[config.mk]
export PLATFORM = sky130hd
export DESIGN_NAME = dem_uart_nasti_host_flat
export DESIGN_NICKNAME = d
export VERILOG_FILES = /design/src/rtl/dem_uart_nasti_host_if.sv /design/src/rtl/dem_uart_nasti_host.sv /design/src/flat_wrapper.sv
export SDC_FILE = /design/constraint.sdc
export NUM_CORES = 1
export LEC_CHECK = 0
export BUFFER_PORTS_ARGS = -buffer_cell sky130_fd_sc_hd__buf_2
export CAP_MARGIN = 15
export CORE_MARGIN = 4
export CORE_UTILIZATION = 29
export CTS_CLUSTER_SIZE = 20
export DETAILED_ROUTE_END_ITERATION = 6
export HOLD_SLACK_MARGIN = 0.05
export PLACE_DENSITY = 0.66
export SLEW_MARGIN = 10
export SYNTH_ARGS = -nofsm -noshare
export SYNTH_HDL_FRONTEND = slang
export SYNTH_SLANG_ARGS = --single-unit
[constraint.sdc]
create_clock -name clk -period 1.5 [get_ports clk]
set_input_delay 0.075 -clock clk [delete_from_list [all_inputs] [get_ports clk]]
set_output_delay 0.075 -clock clk [all_outputs]
set_load 0.01 [all_outputs]
[src/rtl/dem_uart_nasti_host_if.sv]
// NASTI-lite (AXI4-lite) bus bundle between the UART host initiator and the UART register port.
interface dem_uart_nasti_host_if #(
  parameter int unsigned ADDR_WIDTH = 13
) ();
  logic [ADDR_WIDTH-1:0] ar_addr;
  logic                  ar_valid;
  logic                  ar_ready;
  logic [31:0]           r_data;
  logic [1:0]            r_resp;
  logic                  r_valid;
  logic                  r_ready;
  logic [ADDR_WIDTH-1:0] aw_addr;
  logic                  aw_valid;
  logic                  aw_ready;
  logic [31:0]           w_data;
  logic                  w_valid;
  logic                  w_ready;
  logic [1:0]            b_resp;
  logic                  b_valid;
  logic                  b_ready;

  modport master (
    output ar_addr, ar_valid, input  ar_ready,
    input  r_data, r_resp, r_valid, output r_ready,
    output aw_addr, aw_valid, input  aw_ready,
    output w_data, w_valid, input  w_ready,
    input  b_resp, b_valid, output b_ready
  );

  modport slave (
    input  ar_addr, ar_valid, output ar_ready,
    output r_data, r_resp, r_valid, input  r_ready,
    input  aw_addr, aw_valid, output aw_ready,
    input  w_data, w_valid, output w_ready,
    output b_resp, b_valid, input  b_ready
  );
endinterface

[src/rtl/dem_uart_nasti_host.sv]
// NASTI-lite initiator for a 16550-style UART: polls LSR, moves RBR bytes out to a stream and
// stream bytes into THR. One bus transaction outstanding at a time.
module dem_uart_nasti_host #(
  parameter int unsigned ADDR_WIDTH    = 13,
  parameter int unsigned BASE_ADDR     = 0,
  parameter int unsigned POLL_INTERVAL = 16
) (
  input  logic                          clk,
  input  logic                          rstn,
  input  logic [7:0]                    tx_data_i,
  input  logic                          tx_valid_i,
  output logic                          tx_ready_o,
  output logic [7:0]                    rx_data_o,
  output logic                          rx_valid_o,
  input  logic                          rx_ready_i,
  output logic                          err_o,
  dem_uart_nasti_host_if.master         bus
);

  localparam logic [ADDR_WIDTH-1:0] RbrAddr = ADDR_WIDTH'(BASE_ADDR);
  localparam logic [ADDR_WIDTH-1:0] LsrAddr = ADDR_WIDTH'(BASE_ADDR + 32'd20);
  localparam int unsigned CntW = (POLL_INTERVAL > 1) ? $clog2(POLL_INTERVAL) : 1;

  typedef enum logic [2:0] {
    StPollAr, StPollR, StDecide, StRbrAr, StRbrR, StWr, StWrB, StWait
  } state_e;

  state_e          state_q, state_d;
  logic [7:0]      lsr_q, lsr_d;
  logic [7:0]      wbyte_q, wbyte_d;
  logic            aw_pend_q, aw_pend_d;
  logic            w_pend_q, w_pend_d;
  logic [CntW-1:0] cnt_q, cnt_d;
  logic [7:0]      rx_data_q, rx_data_d;
  logic            rx_valid_q, rx_valid_d;
  logic            err_q, err_d;

  logic r_ok, b_ok;
  logic unused_rdata;

  assign r_ok         = (bus.r_resp == 2'b00);
  assign b_ok         = (bus.b_resp == 2'b00);
  assign unused_rdata = ^bus.r_data[31:8];

  // State and datapath registers; reset drops any transaction in flight.
  always_ff @(posedge clk or negedge rstn) begin
    if (!rstn) begin
      state_q    <= StPollAr;
      lsr_q      <= 8'h00;
      wbyte_q    <= 8'h00;
      aw_pend_q  <= 1'b0;
      w_pend_q   <= 1'b0;
      cnt_q      <= '0;
      rx_data_q  <= 8'h00;
      rx_valid_q <= 1'b0;
      err_q      <= 1'b0;
    end else begin
      state_q    <= state_d;
      lsr_q      <= lsr_d;
      wbyte_q    <= wbyte_d;
      aw_pend_q  <= aw_pend_d;
      w_pend_q   <= w_pend_d;
      cnt_q      <= cnt_d;
      rx_data_q  <= rx_data_d;
      rx_valid_q <= rx_valid_d;
      err_q      <= err_d;
    end
  end

  // Next-state logic, tx acceptance and error detection.
  always_comb begin
    state_d    = state_q;
    lsr_d      = lsr_q;
    wbyte_d    = wbyte_q;
    aw_pend_d  = aw_pend_q;
    w_pend_d   = w_pend_q;
    cnt_d      = cnt_q;
    rx_data_d  = rx_data_q;
    rx_valid_d = rx_valid_q;
    err_d      = 1'b0;
    tx_ready_o = 1'b0;

    if (rx_valid_q && rx_ready_i) rx_valid_d = 1'b0;

    case (state_q)
      StPollAr: if (bus.ar_ready) state_d = StPollR;
      StPollR: begin
        if (bus.r_valid) begin
          // A failed LSR read looks like "nothing to do" so we simply back off.
          lsr_d   = r_ok ? bus.r_data[7:0] : 8'h00;
          err_d   = !r_ok;
          state_d = StDecide;
        end
      end
      StDecide: begin
        if (lsr_q[0] && !rx_valid_q) begin
          state_d = StRbrAr;
        end else if (lsr_q[5] && tx_valid_i) begin
          tx_ready_o = 1'b1;
          wbyte_d    = tx_data_i;
          aw_pend_d  = 1'b1;
          w_pend_d   = 1'b1;
          state_d    = StWr;
        end else begin
          cnt_d   = CntW'(POLL_INTERVAL - 1);
          state_d = StWait;
        end
      end
      StRbrAr: if (bus.ar_ready) state_d = StRbrR;
      StRbrR: begin
        if (bus.r_valid) begin
          if (r_ok) begin
            rx_data_d  = bus.r_data[7:0];
            rx_valid_d = 1'b1;
          end
          err_d   = !r_ok;
          state_d = StPollAr;
        end
      end
      StWr: begin
        if (bus.aw_ready) aw_pend_d = 1'b0;
        if (bus.w_ready)  w_pend_d  = 1'b0;
        if (!aw_pend_d && !w_pend_d) state_d = StWrB;
      end
      StWrB: begin
        if (bus.b_valid) begin
          err_d   = !b_ok;
          state_d = StPollAr;
        end
      end
      StWait: begin
        if (cnt_q == '0) state_d = StPollAr;
        else             cnt_d   = cnt_q - CntW'(1);
      end
      default: state_d = StPollAr;
    endcase
  end

  // Bus outputs decoded from state; held low while reset is asserted.
  always_comb begin
    bus.ar_valid = 1'b0;
    bus.ar_addr  = '0;
    bus.r_ready  = 1'b0;
    bus.aw_valid = 1'b0;
    bus.aw_addr  = '0;
    bus.w_valid  = 1'b0;
    bus.w_data   = 32'h0;
    bus.b_ready  = 1'b0;
    if (rstn) begin
      case (state_q)
        StPollAr: begin
          bus.ar_valid = 1'b1;
          bus.ar_addr  = LsrAddr;
        end
        StRbrAr: begin
          bus.ar_valid = 1'b1;
          bus.ar_addr  = RbrAddr;
        end
        StPollR, StRbrR: bus.r_ready = 1'b1;
        StWr: begin
          bus.aw_valid = aw_pend_q;
          bus.aw_addr  = aw_pend_q ? RbrAddr : '0;
          bus.w_valid  = w_pend_q;
          bus.w_data   = w_pend_q ? {24'h0, wbyte_q} : 32'h0;
        end
        StWrB: bus.b_ready = 1'b1;
        default: ;
      endcase
    end
  end

  assign rx_data_o  = rx_data_q;
  assign rx_valid_o = rx_valid_q;
  assign err_o      = err_q;

endmodule
[src/flat_wrapper.sv]
// flat-port wrapper written by rule: the top's interface ports become plain ports
module dem_uart_nasti_host_flat 
#(
  parameter int unsigned ADDR_WIDTH    = 13,
  parameter int unsigned BASE_ADDR     = 0,
  parameter int unsigned POLL_INTERVAL = 16
)
  (clk, rstn, tx_data_i, tx_valid_i, tx_ready_o, rx_data_o, rx_valid_o, rx_ready_i, err_o, bus_ar_addr, bus_ar_valid, bus_ar_ready, bus_r_data, bus_r_resp, bus_r_valid, bus_r_ready, bus_aw_addr, bus_aw_valid, bus_aw_ready, bus_w_data, bus_w_valid, bus_w_ready, bus_b_resp, bus_b_valid, bus_b_ready);
  dem_uart_nasti_host_if #(.ADDR_WIDTH(ADDR_WIDTH)) bus_i ();
  input  logic clk;
  input  logic rstn;
  input  logic [7:0] tx_data_i;
  input  logic tx_valid_i;
  output logic tx_ready_o;
  output logic [7:0] rx_data_o;
  output logic rx_valid_o;
  input  logic rx_ready_i;
  output logic err_o;
  output wire logic [$bits(bus_i.ar_addr)-1:0] bus_ar_addr;
  output wire logic [$bits(bus_i.ar_valid)-1:0] bus_ar_valid;
  input wire logic [$bits(bus_i.ar_ready)-1:0] bus_ar_ready;
  input wire logic [$bits(bus_i.r_data)-1:0] bus_r_data;
  input wire logic [$bits(bus_i.r_resp)-1:0] bus_r_resp;
  input wire logic [$bits(bus_i.r_valid)-1:0] bus_r_valid;
  output wire logic [$bits(bus_i.r_ready)-1:0] bus_r_ready;
  output wire logic [$bits(bus_i.aw_addr)-1:0] bus_aw_addr;
  output wire logic [$bits(bus_i.aw_valid)-1:0] bus_aw_valid;
  input wire logic [$bits(bus_i.aw_ready)-1:0] bus_aw_ready;
  output wire logic [$bits(bus_i.w_data)-1:0] bus_w_data;
  output wire logic [$bits(bus_i.w_valid)-1:0] bus_w_valid;
  input wire logic [$bits(bus_i.w_ready)-1:0] bus_w_ready;
  input wire logic [$bits(bus_i.b_resp)-1:0] bus_b_resp;
  input wire logic [$bits(bus_i.b_valid)-1:0] bus_b_valid;
  output wire logic [$bits(bus_i.b_ready)-1:0] bus_b_ready;
  assign bus_ar_addr = bus_i.ar_addr;
  assign bus_ar_valid = bus_i.ar_valid;
  assign bus_i.ar_ready = bus_ar_ready;
  assign bus_i.r_data = bus_r_data;
  assign bus_i.r_resp = bus_r_resp;
  assign bus_i.r_valid = bus_r_valid;
  assign bus_r_ready = bus_i.r_ready;
  assign bus_aw_addr = bus_i.aw_addr;
  assign bus_aw_valid = bus_i.aw_valid;
  assign bus_i.aw_ready = bus_aw_ready;
  assign bus_w_data = bus_i.w_data;
  assign bus_w_valid = bus_i.w_valid;
  assign bus_i.w_ready = bus_w_ready;
  assign bus_i.b_resp = bus_b_resp;
  assign bus_i.b_valid = bus_b_valid;
  assign bus_b_ready = bus_i.b_ready;
  dem_uart_nasti_host #(.ADDR_WIDTH(ADDR_WIDTH), .BASE_ADDR(BASE_ADDR), .POLL_INTERVAL(POLL_INTERVAL)) u_core (.clk(clk), .rstn(rstn), .tx_data_i(tx_data_i), .tx_valid_i(tx_valid_i), .tx_ready_o(tx_ready_o), .rx_data_o(rx_data_o), .rx_valid_o(rx_valid_o), .rx_ready_i(rx_ready_i), .err_o(err_o), .bus(bus_i));
endmodule
==> results of run 1 <==
path summary, 6_finish.rpt:
check / endpoint / slack, ns / cells after the start
setup / recovery: tx_ready_o / -0.09 / 5
hold / removal: u_core.state_q[1]$_DFFE_PN0P_ / 0.07 / 3
setup reg to reg: u_core.cnt_q[2]$_DFFE_PN0P_ / -0.08 / 6
hold reg to reg: u_core.rx_data_o[2]$_DFFE_PN0P_ / 0.50 / 1
max in group asynchronous: u_core.cnt_q[1]$_DFFE_PN0P_ / 1.24 / 3
min in group clk: u_core.aw_pend_q$_DFFE_PN0P_ / 0.11 / 4
kinds of logic after synthesis:
family	Yosys count	share of synthesized area, %
AOI/OAI and AO/OA	28	9.95
adders and majority gates	1	0.676
buffers and inverters	58	21.9
DFF	29	39.2
muxes	17	10.3
other	1	0.203
and+or+nand+nor	55	17.8
tightest hold or removal path, delay by kind of cell:
kind	cells	cell delay, ns
buffers and inverters	3	0.62
area by class of cell:
cell class / instances / area share [%]
multi-input cells: 149 / 37.0
repair buffers: 115 / 31.3
flip-flops and latches: 29 / 24.9
clock inverters: 3 / 0.599
well taps: 75 / 3.21
inverters: 5 / 0.642
clock buffers: 5 / 2.35
layer usage:
layer / vias to the layer above / share of wire [%] / GRT usage (%)
met3: 6 / 8.6 / 4.33
met5: - / 0 / 0
met2: 71 / 51 / 22.5
met1: 772 / 40 / 16.9
met4: 0 / 0.91 / 3.07
li1: 777 / - / -
stage by stage:
step / setup WS, ns / hold WS, ns / std cells / power (mW)
after floorplan: -0.0463 / -0.221 / 236 / 2.38
after global placement: -0.0815 / 0.0487 / 333 / 2.87
after detailed placement: -0.120 / 0.0523 / 333 / 2.93
after CTS: -0.0952 / 0.0501 / 373 / 4.14
after global routing: -0.160 / 0.0665 / 381 / 4.70
final: -0.0911 / 0.0737 / 381 / 4.38
what timing repair did:
action / CTS / global route
hold buffers: 17 / 1
endpoints found under the hold margin: 46 / 1
cloned: 1 / 2
resized for setup: 38 / 22
buffers inserted: 14 / 5
endpoints found under the setup margin: 31 / 37
pin swaps: 12 / 3
sequential cells by signal, indices dropped and copies added (netlist names):
register / cells
u_core.cnt_q: 4
u_core.aw_pend_q: 1
u_core.lsr_q: 2
u_core.rx_valid_o: 1
u_core.w_pend_q: 1
u_core.rx_data_o: 8
u_core.state_q: 3
u_core.err_o: 1
u_core.wbyte_q: 8
report_power, final:
| group | switching, mW | internal, mW |
|---|---|---|
| Clock | 0.322 | 0.320 |
| Combinational | 1.11 | 1.34 |
| Sequential | 0.199 | 1.10 |
| Total | 1.63 | 2.75 |
layout by cell type (no fill, tap or decap), types with 3 or more instances in the layout:
| master | count |
|---|---|
| buf_2 | 45 |
| inv_1 | 3 |
| o21ai_0 | 9 |
| dfrtp_1 | 27 |
| o22ai_1 | 3 |
| and2_4 | 8 |
| conb_1 | 48 |
| dlygate4sd3_1 | 17 |
| buf_6 | 18 |
| nor2_1 | 9 |
| mux2_2 | 9 |
| buf_4 | 30 |
| clkbuf_8 | 5 |
| mux2_4 | 7 |
| nand2_1 | 11 |
| nand2b_4 | 4 |
==> summary by stage, run 1 <==
Yosys
The top cell type's share of synthesized area is 39.2%. The post-synthesis instance total is 189. The yosys synthesis warning count is 0. The number of storage elements in the synthesis netlist is 29. The most numerous cell in the Yosys netlist is buf_4.

The commonest cells after synthesis are 49 x buf_4, 29 x dfrtp_1, 13 x mux2_2. The synthesized netlist contains 41 unique library cells. Sequential elements use 39.2% of the synthesized area. The most frequently used flop master after synthesis is dfrtp_1. The average footprint of a synthesized cell is 9.78 um2. Yosys attributes the largest share of cell area to dfrtp_1 39%, buf_4 20%, mux2_2 7.9%. Of all cell types, the one taking the most synthesized area is dfrtp_1. Yosys mapped a number of flops with a built-in enable equal to 0. The post-synthesis instance area is 1850 um2. The share of flip-flops with an asynchronous set or reset is 100%.

Timing
Setup repair after global routing could not meet its margin everywhere. Static timing analysis puts the maximum clock frequency at 628 MHz. The setup-violating endpoint count in the final report is 24. The worst clock skew is 0.00903 ns. Setup total negative slack on the finished layout was measured at -1.50 ns.

The worst-case setup margin in the final layout is -0.0911 ns. The final critical-path share of the clock period is 106%. Subtracting the final worst setup slack from the clock period gives 1.59 ns. The number of failing hold endpoints at the final stage is 0.

The number of pins with negative max-slew slack in the final report came to 0.

Clock network
The clock reaches the later pin of the worst-skew pair after 0.28 ns. The number of buffers created by CTS is 5. The number of clock sinks is 29. The number of buffers on the longest clock path is 2.

The root buffer selected by CTS is clkbuf_8. Clock-pin slew was measured on the worst setup and hold paths at 0.07 ns. The CTS tree is built. The maximum level of the CTS H-tree is 2.

Drt
The final wirelength is 5410 um. After the first detailed-routing iteration, the DRC count stood at 47. In the routed layout, each cell is associated on average with a via count of 4.27. The first detailed-routing pass took 4 iterations.

The number of vias in the routed layout is 1626. The residual DRC count is 0. The antenna violation net count after detailed routing is 0.

After detailed routing, the average wire length per cell comes to 14.2 um.

Critical path
The worst setup path is launched from a flip-flop. The signal arrival time at the worst endpoint is 1.52 ns. The worst reg2reg path startpoint is u_core.cnt_q[1]$_DFFE_PN0P_. Counting stages on the worst path, the most repeated cell is buf_12. The slowest library cell on the worst path is dfrtp_2.

The type of element capturing the critical path is an output pin. Tracing the worst setup path back leads to its startpoint at u_core.state_q[2]$_DFFE_PN0P_. The worst-path maximum fanout is 7. Walking the worst path, the cells encountered are buf_12, nor4_4, buf_4, buf_12, buf_6. The required arrival time at the worst endpoint is 1.42 ns. The largest single stage delay on the critical path is 0.44 ns.

The class of the most critical setup path is reg2out. The number of buffer and inverter instances along the worst setup path is 4. The cell family contributing the most delay on the critical path is buffers and inverters.

Layout
The fill cell total of the finished layout is 563. Of the cells placed in the final design, the portion with a size suffix greater than 1 is 50.3%. The finished cells cover 2930 um2. The area of the multi-input gates is 1080 um2. 0 antenna diodes ended up in the layout. The layout net count is 359. Once layout is complete, the utilization of the core stands at 48.3%.

Across the whole layout, storage elements account for 728 um2. The area added between synthesis and finish is 58.2%.

Floorplan
Measured along the y axis, the die boundary spans 87.9 um. The floorplan step defined a die boundary enclosing 7720 um2. The x dimension of the die is 87.9 um.

The region available for standard cell placement spans 6060 um2. For this configuration, the core starts out at a cell density of 30.5%. 127 I/O pins were placed. The floorplan has 28 rows.

Placed design
The instance area at placement is 2210 um2. The congestion estimate from routability-driven global placement came to 0.802. Once detailed placement completed, the half-perimeter wirelength came to 3410 um. The count of input and output buffers is 54.

Power
VDD sags by at most 795 uV. The static power due to leakage is 1.53 nW. The power per standard cell area is 1500 nW/um2.

Min path
In this run the worst hold path is classified as in2async.

Global route
The number of global-route vias before repair is 1636. The largest net degree at the start of global routing is 13. The initial antenna violation count is 0. For this run the aggregate overflow at the end of global routing stands at 0. The global-route wire length before repair is 7980 um. The total track usage is 13.4%.

Job
The number of violations of the max-capacitance limit is 0.

Outcome
The run finished, with violations left. The final reports fail on setup timing.
Note: power is estimated with default switching activity, not from simulation.
==> run 2: changes to the inputs <==
- CORE_UTILIZATION: 29 -> 38
- PLACE_DENSITY: 0.66 -> 0.81
==> run 2 against run 1 <==
The flow still finishes with violations (setup timing). Critical path depth increased by 1. Highest routed layer unchanged. Count of clock-buffer cells in the layout unchanged. Routed wire length decreased by 18%. Largest power group unchanged. Largest cell class unchanged. Sequential power about the same. First-iteration DRC count increased by 6.4%. Sequential share of layout area increased by 2.6 points.
==> summary by stage, run 2 (synthesis results as in run 1) <==
Placed design
The final RePlAce weighted congestion is 0.907 (+13%). The count of input and output buffers is 54 (unchanged). The HPWL reported at the end of detailed placement is 3100 um (-9.0%). The post-place setup slack is -0.0764 ns (+0.0435 ns).

Drt
The iteration count of the initial detailed-routing pass is 4 (unchanged). The average routed wire per standard cell came to 12.2 um (-14%). The ratio of routed vias to standard cells is 4.39 (+2.8%).

The antenna violation net count after detailed routing is 0 (unchanged). The final wirelength is 4420 um (-18%). The residual DRC count is 0 (unchanged).

The number of vias in the routed layout was 1584 (-2.6%). The iteration-0 DRC count of the detailed router was 50 (+6.4%).

Clock network
TritonCTS built the clock tree. The number of clock sinks was 29 (unchanged). CTS placed an instance of clkbuf_8 at the clock tree root. The clock transition time at the flip-flop clock pins of the worst setup and hold paths was 0.06 ns (about the same).

The number of buffers on the longest clock path is 2 (unchanged). The maximum level of the CTS H-tree is 2 (unchanged). The number of buffers created by CTS was 5 (unchanged). The source-to-sink clock delay at the later pin of the worst-skew pair is 0.28 ns (about the same).

Outcome
The flow ran to the end, but the final reports show violations. The final reports fail on setup timing.

Floorplan
The y dimension of the die is 77.8 um (-11%). The starting density of the core is 39.2% (+8.6 points). The total number of placement rows is 25 (-11%).

The overall die area is 6050 um2 (-22%). The x dimension of the die is 77.8 um (-11%). The area of the core region is 4720 um2 (-22%). The top-level I/O count is 127 (unchanged).

Layout
The number of antenna cells inserted is 0 (unchanged). The leading cell type in the layout, fill and taps excluded is buf_2. In the layout the commonest cells are 53 x buf_2, 48 x conb_1, 27 x dfrtp_1. The share of cells above drive strength 1 is 43.5% (-6.8 points). The layout net count is 347 (-3.3%). The area added between synthesis and finish is 43.2%.

Critical path
On the critical path, the stage with the largest delay is an instance of dfrtp_1. The worst setup path is captured at a flip-flop. The register-to-register setup slack came to -0.07 ns (about the same). The delay of the slowest critical-path stage is 0.39 ns (-0.05 ns).

The worst-path maximum fanout was 4 (-3). The worst setup path is launched from a flip-flop. The signal arrival time at the worst endpoint was 1.74 ns (+0.22 ns). By startpoint and endpoint, the worst setup path is classified as reg2reg. Traced cell by cell, the critical path runs through inv_2, ha_4, or3b_4, a22oi_2, a31oi_4, o21a_1.

The worst register-to-register path begins at u_core.cnt_q[0]$_DFFE_PN0P_. The endpoint identified for the worst register-to-register timing path is u_core.cnt_q[2]$_DFFE_PN0P_. The required arrival time at the worst endpoint is 1.67 ns (+0.25 ns). The worst reg-to-reg path cell count came to 6 (unchanged).

Timing
The worst hold slack is 0.117 ns (+0.0434 ns). Setup repair after global routing could not meet its margin everywhere. The worst-case setup margin in the final layout is -0.0690 ns (+0.0221 ns). The sum of negative setup slack is -0.616 ns (+0.888 ns). The worst clock skew is 0.00246 ns (-0.00657 ns).

The setup-violating endpoint count in the final report is 20 (-17%). The number of failing hold endpoints at the final stage is 0 (unchanged). The final critical-path share of the clock period is 105% (-1.5 points). The number of pins with negative max-slew slack in the final report is 0 (unchanged).

The top achievable clock speed is 637 MHz (+1.4%). The minimum clock period is 1.57 ns (-0.0221 ns).

Global route
The global-route wire length before repair is 6820 um (-15%). The total track usage is 14.1% (+0.65 points). The initial antenna violation count is 0 (unchanged). The largest net degree at the start of global routing was 22 (+9). The overflow left after global routing is 0 (unchanged). The number of global-route vias before repair is 1486 (-9.2%).

Power
The power per standard cell area came to 1500 nW/um2 (-0.14%). The highest ir drop seen on vdd came to 920 uV (+16%). The power after layout was 3.96 mW (-9.6%).

The static power due to leakage is 1.42 nW (-7.6%).

Min path
The startpoint of the worst hold path is bus_w_ready. The cell depth of the worst hold path is 4. For hold timing, the worst endpoint is u_core.w_pend_q$_DFFE_PN0P_. The worst min-delay path class is in2reg.

Job
The number of violations of the max-capacitance limit was 0 (unchanged).
## run 2: changes by cell type in the layout (fill, tap and decap cells not counted), moves of 2 or more
cell      previous run  this run
buf_2               45        53
and2_1               2         9
buf_4               30        26
and2_4               8         1
nand2b_1             2         4
buf_6               18         5
nand2b_4             4         2
## run 2: area by class of cell
class	instances	area, um2
Multi-Input combinational cell	149	1010
Clock inverter	3	17.5
Sequential cell	29	728
Fill cell	394	2070
Inverter	5	18.8
Tap cell	67	83.8
Timing Repair Buffer	103	717
Clock buffer	5	68.8
## run 2: where the power goes
| group | switching, mW | internal, mW |
|---|---|---|
| combinational | 0.952 | 1.10 |
| sequential | 0.194 | 1.10 |
| clock | 0.303 | 0.319 |
| total | 1.45 | 2.51 |
## run 2: repair_timing
| action | CTS | global route |
|---|---|---|
| resized for setup | 5 | 20 |
| cloned | 0 | 1 |
| setup buffers | 5 | 5 |
| pin swaps | 1 | 1 |
| setup endpoints to repair | 27 | 36 |
| endpoints found under the hold margin | 47 | 0 |
| hold buffers | 18 | 0 |
## run 2: metal layers
metal	part of all wire, %	vias up	global-route usage (%)
li1	-	761	-
met5	0	-	0
met4	0.79	0	4.27
met3	8.7	4	4.76
met1	41	742	17.4
met2	49	77	23.1
## run 2: critical path: cells and delay by family, from the launching register on
family	cells	cell delay, ns
compound gates	3	0.47
flops	1	0.39
simple gates	1	0.38
fa+ha+maj	1	0.13
buf+inv	1	0.09
## run 2: worst max path at each step
| stage | slack (ns) | end | depth (start not counted) | start |
|---|---|---|---|---|
| finish | -0.07 | u_core.cnt_q[2]$_DFFE_PN0P_ | 6 | u_core.cnt_q[0]$_DFFE_PN0P_ |
| global route | -0.15 | bus_w_data[6] | 6 | u_core.state_q[0]$_DFFE_PN0P_ |
| CTS | -0.06 | u_core.cnt_q[2]$_DFFE_PN0P_ | 6 | u_core.cnt_q[0]$_DFFE_PN0P_ |
| detailed placement | -0.08 | u_core.state_q[1]$_DFFE_PN0P_ | 6 | u_core.cnt_q[0]$_DFFE_PN0P_ |
| global placement | -0.04 | u_core.rx_data_o[0]$_DFFE_PN0P_ | 3 | u_core.state_q[2]$_DFFE_PN0P_ |
| floorplan | -0.05 | u_core.wbyte_q[0]$_DFFE_PN0P_ | 3 | u_core.state_q[2]$_DFFE_PN0P_ |
## run 2: metrics by stage
step | cell area [um2] | std cells | util, %
detailed placement | 2180 | 324 | 46.2
global route | 2650 | 361 | 56.1
floorplan | 2070 | 236 | -
CTS | 2520 | 355 | 53.3
global placement | 2180 | 324 | 46.2
finish | 2650 | 361 | 56.1
